`src/rtl/tt_input_conditioner.sv`:
```
// Pushbutton front end: synchronises and debounces the jump and game-reset buttons,
// and turns debounced presses into a sticky jump request and a one-cycle reset pulse.
module tt_input_conditioner #(
  parameter int unsigned DEBOUNCE_CYCLES = 250000
) (
  input  logic clk,
  input  logic rst_n,
  input  logic jump_raw,
  input  logic reset_raw,
  input  logic jump_ack,
  output logic jump_level,
  output logic jump_req,
  output logic reset_pulse
);

  localparam int unsigned CNT_W = 20;
  localparam int unsigned CH_JUMP = 0;
  localparam int unsigned CH_RST  = 1;
  localparam logic [CNT_W-1:0] TERM_CNT = CNT_W'(DEBOUNCE_CYCLES - 1);

  logic [1:0]       raw;
  logic [1:0]       sync1_q;
  logic [1:0]       sync2_q;
  logic [1:0]       state_q;
  logic [1:0]       state_d;
  logic [1:0]       rise;
  logic [CNT_W-1:0] cnt_q [2];
  logic [CNT_W-1:0] cnt_d [2];
  logic             jump_req_q;
  logic             jump_req_d;
  logic             reset_pulse_q;
  logic             reset_pulse_d;

  assign raw = {reset_raw, jump_raw};

  // NOTE: every always_comb output gets a default before any branch, so no path can
  // leave it unassigned and infer a latch.
  always_comb begin
    for (int ch = 0; ch < 2; ch++) begin
      state_d[ch] = state_q[ch];
      cnt_d[ch]   = '0;
      if (sync2_q[ch] != state_q[ch]) begin
        // The terminal count flips the state and restarts the counter on the same edge.
        if (cnt_q[ch] == TERM_CNT) begin
          state_d[ch] = sync2_q[ch];
        end else begin
          cnt_d[ch] = cnt_q[ch] + 1'b1;
        end
      end
    end
    rise          = state_d & ~state_q;
    // A new press wins over a simultaneous acknowledge; a press while pending is absorbed.
    jump_req_d    = rise[CH_JUMP] | (jump_req_q & ~jump_ack);
    reset_pulse_d = rise[CH_RST];
  end

  // NOTE: all state is updated with non-blocking assignments so every flop samples
  // pre-edge values, which keeps the synchroniser a genuine two-stage chain.
  always_ff @(posedge clk or negedge rst_n) begin
    if (!rst_n) begin
      sync1_q       <= '0;
      sync2_q       <= '0;
      state_q       <= '0;
      jump_req_q    <= 1'b0;
      reset_pulse_q <= 1'b0;
      // NOTE: the counters are reset too, so a press interrupted by reset restarts from zero.
      for (int ch = 0; ch < 2; ch++) begin
        cnt_q[ch] <= '0;
      end
    end else begin
      sync1_q       <= raw;
      sync2_q       <= sync1_q;
      state_q       <= state_d;
      jump_req_q    <= jump_req_d;
      reset_pulse_q <= reset_pulse_d;
      for (int ch = 0; ch < 2; ch++) begin
        cnt_q[ch] <= cnt_d[ch];
      end
    end
  end

  assign jump_level  = state_q[CH_JUMP];
  assign jump_req    = jump_req_q;
  assign reset_pulse = reset_pulse_q;

endmodule

```
`config.mk`:
```
export PLATFORM = sky130hd
export DESIGN_NAME = tt_input_conditioner
export DESIGN_NICKNAME = d
export VERILOG_FILES = /design/src/rtl/tt_input_conditioner.sv
export SDC_FILE = /design/constraint.sdc
export NUM_CORES = 1
export LEC_CHECK = 0
export BUFFER_PORTS_ARGS = -buffer_cell sky130_fd_sc_hd__buf_2
export CORE_MARGIN = 2
export CORE_UTILIZATION = 40
export CTS_CLUSTER_DIAMETER = 80
export DETAILED_ROUTE_END_ITERATION = 6
export GPL_TIMING_DRIVEN = 0
export PLACE_DENSITY = 0.55
export SYNTH_ARGS = -nofsm -noshare
export SYNTH_HDL_FRONTEND = slang
export SYNTH_SLANG_ARGS = --single-unit
```
`constraint.sdc`:
```
create_clock -name clk -period 2.45 [get_ports clk]
set_clock_uncertainty 0.1 [all_clocks]
set_input_delay 0.6125 -clock clk [delete_from_list [all_inputs] [get_ports clk]]
set_output_delay 0.6125 -clock clk [all_outputs]
set_load 0.1 [all_outputs]
```
==> metrics.md, run 1 <==
| Metric | Value |
|---|---|
| Slew Viols, Final | `0` |
| Hold EP | `sync2_q[0]` |
| TritonCTS clock tree | `built` |
| Final worst slack | `170 ps` |
| CTS buffer count | `5` |
| Root Buffer Master | `clkbuf_8` |
| First-pass GRT wire length | `7750 um` |
| Worst-margin pin slew | `1040 ps` |
| Startpoint types | `register` |
| Fin util | `45.9%` |
| Multi-input gate area in the final layout | `1060 um^2` |
| Syn avg cell area | `10.1 um^2` |
| Hpwl dp | `3050 um` |
| Final setup fails | `0` |
| Leak Pwr | `1.02 nW` |
| DRT Wirelength | `4420 um` |
| Routed Antenna Nets | `0` |
| WP data arrival | `2370 ps` |
| TNS Setup | `0 ps` |
| WHS Path Cells | `0` |
| GR Overflow Total | `0` |
| Vias in the first global route | `1591` |
| Pre-CTS setup slack | `153 ps` |
| Area after DPL | `2450 um^2` |
| Crit path max-delay cell type | `or4_4` |
| I/O Pins | `8` |
| Vias per std cell | `5.27` |
| Largest area contributor in the netlist | `dfrtp_1` |
| Core Box Area | `5570 um^2` |
| Critical Path RT | `2540 ps` |
| Synth cell types | `34` |
| Later-pin clock latency in the skew report | `300 ps` |
| Clock Pin Slew Worst Setup and Hold Paths | `80 ps` |
| Count leader, synth | `dfrtp_1` |
| Placed cells | `309` |
| VDD IR max | `0.237 mV` |
| H-tree levels | `2` |
| Syn Nets | `237` |
| Period utilisation layout | `93.1%` |
| Sequential area share after synthesis | `51.6%` |
| Fill cells | `537` |
| Hold Path Class | `reg2reg` |
| DRC violations left | `0` |
| Chip Height | `80.3 um` |
| Slew HR | `30.7%` |
| #FFs+latches synth | `48` |
| Share of layout cells above drive strength 1 | `11.0%` |
| Max incr delay on CP | `560 ps` |
| Setup Crit Path Kind | `reg2reg` |
| PD cells | `559 nW/um^2` |
| Max-cap viol count | `0` |
| RD Place Congestion | `0.788` |
| Fmax | `439 MHz` |
| Outcome | `complete, no violations` |
| Final Hold Vio Count | `0` |
| Port Buffer Count | `7` |
| Top post-synthesis cells by count | `dfrtp_1, nor2_1, xnor2_1, nor4_1, nand3_1` |
| Finished Cell Area | `2560 um^2` |
| Cell Count, Final, Fillers Out | `317` |
| Dominant synthesized flop cell | `dfrtp_1` |
| Die area | `6450 um^2` |
| DR pass1 iterations | `4` |
| Cell family with most CP delay | `simple AND/OR/NAND/NOR gates` |
| Register Area | `1200 um^2` |
| Die X | `80.3 um` |
| Unrepaired setup endpoints after global routing | `false` |
| Yosys top cell area share | `51.6%` |
| Worst reg2reg endpoint | `cnt_q[34]` |
| Post-CTS Resized | `0` |
| Critical path cell sequence | `ha_1 > nand4_4 > or4_4 > o21ai_2 > buf_4 > nor2_1` |
| Total track usage | `15.5%` |
| Via count | `1670` |
| EDFF count, synth | `0` |
| Area Growth Syn to Fin | `9.99%` |
| CTS Hold Buffers Added | `0` |
| Critical Path End Type | `register` |
| Initial drt markers | `79` |
| Clock buffer depth | `2` |
| R2r setup slk | `170 ps` |
| Wire per inst | `13.9 um` |
| Rows | `27` |
| Nets | `251` |
| Reg-to-Reg Start | `cnt_q[20]` |
| Starting Density | `41.8%` |
| Worst Path Max Fanout | `10` |
| Yosys warning count | `0` |
| CTS Sinks | `48` |
| R2r worst-path depth | `6` |
| Buffers & Inverters on Critical Path | `1` |
| Min Tclk post-route | `2280 ps` |
| Largest net degree at the start of global routing | `49` |
| Setup bufs post-CTS | `0` |
| Antenna cell count | `0` |
| Mapped cell area | `2330 um^2` |
| Async SR Flop Fraction | `100%` |
| Gate Count Post-Synth | `230` |
| Hold_sp | `sync1_q[0]` |
| Synth top area cells | `dfrtp_1, xnor2_1, nor2_1` |
| Antenna violations before repair | `0` |
[cell families (layout without fill, tap and decap cells)]
family	after synthesis	in the layout	synth area share, %
buffers and inverters	13	28	2.74
flip-flops	48	48	51.6
multiplexers	5	5	2.26
adder cells (fa/ha/maj)	2	2	1.07
AND/OR/NAND/NOR	117	117	27.1
AO/OA/AOI/OAI	13	13	3.17
XOR/XNOR	32	32	12.0
[layout by cell type, fill, tap and decap left out, drive strengths merged]
cell / netlist / routed
dfrtp: 48 / 48
nor2: 42 / 42
xnor2: 27 / 27
nor4: 15 / 15
nand3: 13 / 13
nand2: 10 / 10
nor3: 10 / 10
nand4: 10 / 10
buf: 3 / 10
inv: 8 / 8
clkbuf: 2 / 8
o21ai: 6 / 6
a21oi: 5 / 5
xor2: 5 / 5
or4: 5 / 5
or3: 3 / 3
mux2i: 3 / 3
and3: 2 / 2
and4: 2 / 2
mux2: 2 / 2
ha: 2 / 2
nand3b: 1 / 1
a31o: 1 / 1
nor4bb: 1 / 1
nand2b: 1 / 1
a31oi: 1 / 1
nor3b: 1 / 1
or4b: 1 / 1
bufinv: 0 / 1
clkinv: 0 / 1
[power breakdown]
group,internal (W),total [W],switching (W),leakage (nW)
logic,0.0000164,0.0000511,0.0000347,0.309
clock network,0.000303,0.000567,0.000264,0.0552
registers,0.000803,0.000814,0.0000108,0.656
total,0.00112,0.00143,0.000309,1.02
[metal layers]
layer,wire length [um],GRT usage (%)
met4,36,4.07
met2,1910,23.8
met3,146,3.71
met1,2330,22.0
met5,0,0
[cell type report]
type                    count  area share, %
plain buffers               5           1.32
clock buffers               6           2.83
clock inverters             2           1.37
inverters                   8           1.17
multi-input cells         169           41.5
flip-flops and latches     48           46.9
well taps                  72           3.52
repair buffers              7           1.37
[worst max path at each step]
stage                         start          to  slack, ps  cells after the start
final                     cnt_q[20]   cnt_q[34]        170                      6
after global routing      cnt_q[20]   cnt_q[34]         20                      6
after CTS                 cnt_q[20]   cnt_q[34]        150                      6
after detailed placement  cnt_q[20]   cnt_q[36]        150                      6
after global placement    cnt_q[20]   cnt_q[36]        170                      6
after floorplan           cnt_q[20]  state_q[0]        440                      5
[registers in the layout, indices dropped and copies added, names as in the netlist]
register	flops
jump_req	1
cnt_q	40
sync2_q	2
state_q	2
reset_pulse	1
sync1_q	2
[through the flow]
step | hold WS, ps | power [W]
3_5_place_dp | 237 | 0.000884
6_report | 255 | 0.00143
2_1_floorplan | 217 | 0.000855
5_1_grt | 277 | 0.00150
4_1_cts | 257 | 0.00146
3_3_place_gp | 235 | 0.000883
(Power assumes the default switching activity.)
==> run 2, diff against run 1 <==
--- a/config.mk
+++ b/config.mk
@@ -5,9 +5,11 @@
 export SDC_FILE = /design/constraint.sdc
 export NUM_CORES = 1
 export LEC_CHECK = 0
+export ABC_AREA = 1
 export BUFFER_PORTS_ARGS = -buffer_cell sky130_fd_sc_hd__buf_2
 export CORE_MARGIN = 2
 export CORE_UTILIZATION = 40
+export CTS_BUF_LIST = sky130_fd_sc_hd__clkbuf_4 sky130_fd_sc_hd__clkbuf_8
 export CTS_CLUSTER_DIAMETER = 80
 export DETAILED_ROUTE_END_ITERATION = 6
 export GPL_TIMING_DRIVEN = 0
==> run 2 against run 1 <==
  * Final area rose by 8.1%
  * Maximum frequency rose by 23%
  * First-iteration DRC count fell by 32%
  * Clock power fell by 10%
  * Sequential power barely moved
  * Highest routed layer unchanged
  * Routed wire length rose by 12%
  * Register-to-register slack improved by 590 ps
  * Global-route usage rose by 0.54 points
  * Critical path depth fell by 5
  * Via count rose by 19%
  * Worst hold slack got worse by 2.4 ps
  * Worst setup slack improved by 420 ps
==> metrics.md, run 2 <==
| Metric | Value |
|---|---|
| I/O Pins | `8 (unchanged)` |
| Via count | `1986 (+19%)` |
| EDFF count, synth | `0 (unchanged)` |
| Largest area contributor in the netlist | `dfrtp_1` |
| CTS Sinks | `48 (unchanged)` |
| Startpoint types | `register` |
| Met1 Track Usage GR | `19.3% (-2.7 points)` |
| Vias per std cell | `4.67 (-11%)` |
| Yosys warning count | `0 (unchanged)` |
| DRT Wirelength | `4960 um (+12%)` |
| Leading cell type in the layout, fill and taps excluded | `nor2_1` |
| Outcome | `complete, no violations` |
| CTS Hold Buffers Added | `0 (unchanged)` |
| Chip Height | `83.7 um (+4.2%)` |
| Starting Density | `40.7% (-1.1 points)` |
| Syn Nets | `340 (+43%)` |
| Max-cap viol count | `0 (unchanged)` |
| Fmax | `537 MHz (+23%)` |
| WHS Path Cells | `0 (unchanged)` |
| Worst hold slack | `253 ps (-2.44 ps)` |
| Later-pin clock latency in the skew report | `300 ps (about the same)` |
| Critical Path End Type | `output port` |
| Worst Path Max Fanout | `4 (-6)` |
| Die X | `83.7 um (+4.2%)` |
| DRC violations left | `0 (unchanged)` |
| Mapped cell area | `2540 um^2 (+9.1%)` |
| Slew Viols, Final | `0 (unchanged)` |
| Crit path max-delay cell type | `buf_2` |
| Area Growth Syn to Fin | `9.01%` |
| Min Tclk post-route | `1860 ps (-419 ps)` |
| H-tree levels | `2 (unchanged)` |
| Fin util | `44.4% (-1.6 points)` |
| Yosys top cell area share | `47.3% (-4.3 points)` |
| Slew HR | `28.4% (-2.4 points)` |
| Antenna violations before repair | `0 (unchanged)` |
| Dominant synthesized flop cell | `dfrtp_1` |
| Synth top area cells | `dfrtp_1, nor2_1, nand2_1` |
| VDD IR max | `0.243 mV (+2.6%)` |
| Routed Antenna Nets | `0 (unchanged)` |
| Async SR Flop Fraction | `100% (unchanged)` |
| Nets | `354 (+41%)` |
| Final Hold Vio Count | `0 (unchanged)` |
| CTS buffer count | `5 (unchanged)` |
| Clock Pin Slew Worst Setup and Hold Paths | `100 ps (+20 ps)` |
| PD cells | `496 nW/um^2 (-11%)` |
| DR pass1 iterations | `4 (unchanged)` |
| Die area | `7000 um^2 (+8.6%)` |
| Cell family with most CP delay | `buffers and inverters` |
| WP data arrival | `1150 ps (-1220 ps)` |
| Critical path cell sequence | `buf_2` |
| Synth cell types | `23 (-32%)` |
| Worst-margin pin slew | `1070 ps (+35.3 ps)` |
| Gate Count Post-Synth | `333 (+45%)` |
| Unrepaired setup endpoints after global routing | `false` |
| Post-CTS Resized | `0 (unchanged)` |
| Final setup fails | `0 (unchanged)` |
| Share of layout cells above drive strength 1 | `9.20% (-1.8 points)` |
| First-pass GRT wire length | `9060 um (+17%)` |
| Reg with most FFs | `cnt_q` |
| Root Buffer Master | `clkbuf_8` |
| Core Box Area | `6240 um^2 (+12%)` |
| Wire per inst | `11.7 um (-16%)` |
| Syn avg cell area | `7.63 um^2 (-25%)` |
| Port Buffer Count | `7 (unchanged)` |
| Sequential area share after synthesis | `47.3% (-4.3 points)` |
| Total track usage | `16.1% (+0.54 points)` |
| M3 GR Usage | `3.26% (-0.44 points)` |
| Setup Crit Path Kind | `reg2out` |
| Leak Pwr | `1.14 nW (+12%)` |
| Commonest non-fill, non-tap cells in the layout | `nor2_1, nand2_1, dfrtp_1, inv_1, nand3_1` |
| Hold Path Class | `reg2reg` |
| Clock buffer depth | `2 (unchanged)` |
| Vias in the first global route | `2028 (+27%)` |
| Antenna cell count | `0 (unchanged)` |
| R2r worst-path depth | `6 (unchanged)` |
| Hpwl dp | `3700 um (+21%)` |
| Max incr delay on CP | `440 ps (-120 ps)` |
| Setup bufs post-CTS | `0 (unchanged)` |
| Initial drt markers | `54 (-32%)` |
| Global Route met2 Usage | `28.3% (+4.5 points)` |
| WP depth | `1 (-5)` |
| Top post-synthesis cells by count | `nor2_1, nand2_1, dfrtp_1, inv_1, nand3_1` |
| Busiest layer in global routing | `met2` |
| Largest net degree at the start of global routing | `49 (unchanged)` |
| GR Overflow Total | `0 (unchanged)` |
| Period utilisation layout | `76.0% (-17 points)` |
| TritonCTS clock tree | `built` |
| TNS Setup | `0 ps (unchanged)` |
| Count leader, synth | `nor2_1` |
| Critical Path RT | `1740 ps (-800 ps)` |
| #FFs+latches synth | `48 (unchanged)` |
| Buffers & Inverters on Critical Path | `1 (unchanged)` |
| Largest register FFs | `40 (unchanged)` |
| RD Place Congestion | `0.856 (+8.6%)` |
| Rows | `29 (+7.4%)` |
==> run 2: cell count changes after synthesis, moves of 11 or more <==
cell,change
nand2_1,+68
inv_1,+24
nor4_1,-14
nor2_1,+44
xnor2_1,-18
nand3_1,+11
==> run 2: final timing paths <==
path | from | to | slack (ps)
worst max-delay path | state_q[0] | jump_level | 590
worst min-delay path | sync1_q[1] | sync2_q[1] | 250
worst max register to register | cnt_q[0] | cnt_q[12] | 760
worst min register to register | sync1_q[1] | sync2_q[1] | 250
max in group asynchronous | rst_n | cnt_q[4] | 1180
min in group asynchronous | rst_n | cnt_q[37] | 400
==> run 2: logic make-up (layout without fill, tap and decap cells) <==
| family | Yosys count | after routing | share of synthesized area (%) |
|---|---|---|---|
| AND/OR/NAND/NOR | 211 | 211 | 35.5 |
| flip-flops | 48 | 48 | 47.3 |
| buffers and inverters | 34 | 49 | 5.02 |
| XOR/XNOR | 22 | 22 | 7.88 |
| AO/OA/AOI/OAI | 16 | 16 | 3.30 |
| adder cells (fa/ha/maj) | 2 | 2 | 0.985 |
==> run 2: area by class of cell <==
class,count,area [um^2]
Clock buffer,6,82.6
Clock inverter,2,15.0
Fill cell,659,3470
Inverter,34,128
Multi-Input combinational cell,251,1210
Sequential cell,48,1200
Tap cell,77,96.3
Timing Repair Buffer,7,35.0
==> run 2: power breakdown <==
part | leakage (nW) | switching, W | internal (W)
Sequential | 0.656 | 0.00000836 | 0.000803
Combinational | 0.445 | 0.0000386 | 0.0000134
Clock | 0.0434 | 0.000281 | 0.000229
Total | 1.14 | 0.000328 | 0.00105
==> run 2: routing by layer <==
metal | part of all wire [%] | vias up
met4 | 2.5 | 0
met1 | 46 | 897
li1 | - | 1057
met2 | 49 | 23
met5 | 0 | -
met3 | 2.0 | 9
==> run 2: metrics by stage <==
step | instance area, um^2 | worst slack [ps] | power [W] | cells
2_1_floorplan | 2540 | 753 | 0.000854 | 333
3_3_place_gp | 2670 | 722 | 0.000882 | 417
3_5_place_dp | 2670 | 717 | 0.000882 | 417
4_1_cts | 2770 | 581 | 0.00139 | 425
5_1_grt | 2770 | 520 | 0.00144 | 425
6_report | 2770 | 589 | 0.00137 | 425
==> run 3, diff against run 2 <==
--- a/config.mk
+++ b/config.mk
@@ -13,7 +13,7 @@
 export CTS_CLUSTER_DIAMETER = 80
 export DETAILED_ROUTE_END_ITERATION = 6
 export GPL_TIMING_DRIVEN = 0
-export PLACE_DENSITY = 0.55
+export PLACE_DENSITY = 0.57
 export SYNTH_ARGS = -nofsm -noshare
 export SYNTH_HDL_FRONTEND = slang
 export SYNTH_SLANG_ARGS = --single-unit
==> constraint.sdc (replaced) <==
create_clock -name clk -period 1.7 [get_ports clk]
set_clock_uncertainty 0.1 [all_clocks]
set_input_delay 0.425 -clock clk [delete_from_list [all_inputs] [get_ports clk]]
set_output_delay 0.425 -clock clk [all_outputs]
set_load 0.1 [all_outputs]
==> run 3 against run 2 <==
  * Non-clock buffer count is the same
  * Utilization grew 0.24 points
  * Sequential share of layout area shrank 0.23 points
  * Cell count is the same
  * Sequential power grew 44%
  * Sequential cell count is the same
  * Final area grew 0.54%
  * First-iteration DRC count grew 33%
  * Clock power grew 38%
==> metrics.md, run 3 (synthesis gave the netlist of run 2 again) <==
| Metric | Value |
|---|---|
| Max incr delay on CP | `420 ps (-20 ps)` |
| Fill cells | `642 (-2.6%)` |
| Clock Pin Slew Worst Setup and Hold Paths | `90 ps (about the same)` |
| DR pass1 iterations | `4 (unchanged)` |
| Vias in the first global route | `2008 (-0.99%)` |
| Starting Density | `40.7% (unchanged)` |
| Busiest layer in global routing | `met2` |
| Setup Crit Path Kind | `reg2out` |
| M3 GR Usage | `3.36% (+0.099 points)` |
| GR Overflow Total | `0 (unchanged)` |
| Vias per std cell | `4.73 (+1.2%)` |
| DRC violations left | `0 (unchanged)` |
| Chip Height | `83.7 um (unchanged)` |
| Largest net degree at the start of global routing | `49 (unchanged)` |
| First-pass GRT wire length | `8630 um (-4.7%)` |
| Unrepaired setup endpoints after global routing | `false` |
| Leak Pwr | `1.15 nW (about the same)` |
| Cell family with most CP delay | `buffers and inverters` |
| WP data arrival | `1070 ps (-80 ps)` |
| Max-cap viol count | `0 (unchanged)` |
| Via count | `2009 (+1.2%)` |
| TritonCTS clock tree | `built` |
| Critical Path RT | `1170 ps (-570 ps)` |
| Leading cell type in the layout, fill and taps excluded | `nor2_1` |
| Crit path max-delay cell type | `buf_2` |
| Core Box Area | `6240 um^2 (unchanged)` |
| VDD IR max | `0.366 mV (+51%)` |
| Initial drt markers | `72 (+33%)` |
| H-tree levels | `2 (unchanged)` |
| Period utilisation layout | `94.1%` |
| Outcome | `complete, no violations` |
| Slew Viols, Final | `0 (unchanged)` |
| Root Buffer Master | `clkbuf_8` |
| Clock buffer depth | `2 (unchanged)` |
| Total track usage | `15.1% (-1.0 points)` |
| Share of layout cells above drive strength 1 | `9.48% (+0.29 points)` |
| TNS Setup | `0 ps (unchanged)` |
| CTS buffer count | `5 (unchanged)` |
| Die X | `83.7 um (unchanged)` |
| Routed Antenna Nets | `0 (unchanged)` |
| Area after DPL | `2670 um^2 (unchanged)` |
| DRT Wirelength | `4850 um (-2.3%)` |
| Buffers & Inverters on Critical Path | `1 (unchanged)` |
| Critical Path End Type | `output port` |
| Pre-CTS setup slack | `18.3 ps (-699 ps)` |
| CTS Sinks | `48 (unchanged)` |
| RD Place Congestion | `0.908 (+6.1%)` |
| Area Growth Syn to Fin | `9.61%` |
| Worst-margin pin slew | `1050 ps (-28.2 ps)` |
| Hpwl dp | `3550 um (-4.0%)` |
| Final setup fails | `0 (unchanged)` |
| Commonest non-fill, non-tap cells in the layout | `nor2_1, nand2_1, dfrtp_1, inv_1, nand3_1` |
| Port Buffer Count | `7 (unchanged)` |
| Wire per inst | `11.4 um (-2.3%)` |
| Critical path cell sequence | `buf_2` |
| Reg with most FFs | `cnt_q` |
| Final worst slack | `101 ps (-488 ps)` |
| Rows | `29 (unchanged)` |
| Die area | `7000 um^2 (unchanged)` |
| Min Tclk post-route | `1600 ps` |
| Antenna cell count | `0 (unchanged)` |
| Largest register FFs | `40 (unchanged)` |
| Fmax | `625 MHz` |
| I/O Pins | `8 (unchanged)` |
| Nets | `354 (unchanged)` |
| Final Hold Vio Count | `0 (unchanged)` |
| Global Route met2 Usage | `24.9% (-3.3 points)` |
| PD cells | `702 nW/um^2 (+41%)` |
| Startpoint types | `register` |
| Slew HR | `30.3% (+1.9 points)` |
| Hold Path Class | `in2reg` |
| Finished Cell Area | `2780 um^2 (+0.54%)` |
| Met1 Track Usage GR | `18.7% (-0.55 points)` |
| Later-pin clock latency in the skew report | `300 ps (about the same)` |
| Worst Path Max Fanout | `2 (-2)` |
| Antenna violations before repair | `0 (unchanged)` |
| Fin util | `44.6% (+0.24 points)` |
-- run 3: cell types whose count changed in the layout (fill, tap and decap cells not counted), sizes merged --
cell,before,now
buf,7,6
clkbuf,6,7
-- run 3: stage by stage --
stage                     power [W]  cells  hold slack (ps)
after floorplan             0.00123    333             29.4
after global placement      0.00127    417              235
after detailed placement    0.00127    417              240
after CTS                   0.00199    425              115
after global routing        0.00205    425              110
final                       0.00195    425              128
-- run 3: per-layer routing --
metal / routed length (um) / share of wire (%)
met5: 0 / 0
met4: 91 / 1.9
met1: 2260 / 47
met3: 108 / 2.2
met2: 2390 / 49
-- run 3: final timing paths --
kind                            start         end  slack, ps  cells past startpoint
max                          jump_req    jump_req        100                      1
min                          jump_raw  sync1_q[0]        130                      1
max reg2reg                  cnt_q[0]   cnt_q[12]        140                      6
min reg2reg                sync1_q[1]  sync2_q[1]        250                      0
max in group asynchronous       rst_n   cnt_q[12]        650                      1
min in group asynchronous       rst_n   cnt_q[37]        210                      1
-- run 3: cell type report --
cell class,instances,area (um^2),area share [%]
clock buffers,6,82.6,2.97
well taps,77,96.3,3.46
clock inverters,2,15.0,0.539
repair buffers,7,37.5,1.35
flip-flops and latches,48,1200,43.1
inverters,34,128,4.58
multi-input cells,251,1220,44.0
-- run 3: timing repair --
item | 4_1_cts | 5_1_grt
buffers inserted | 0 | 0
endpoints found under the setup margin | 0 | 13
gates resized for setup | 0 | 4
hold buffers | 0 | 0
-- run 3: power by group --
| part | internal [W] | switching [W] | leakage (nW) | total [W] |
|---|---|---|---|---|
| clock network | 0.000329 | 0.000377 | 0.0434 | 0.000706 |
| registers | 0.00116 | 0.0000123 | 0.656 | 0.00117 |
| logic | 0.0000207 | 0.0000566 | 0.446 | 0.0000773 |
| total | 0.00151 | 0.000446 | 1.15 | 0.00195 |
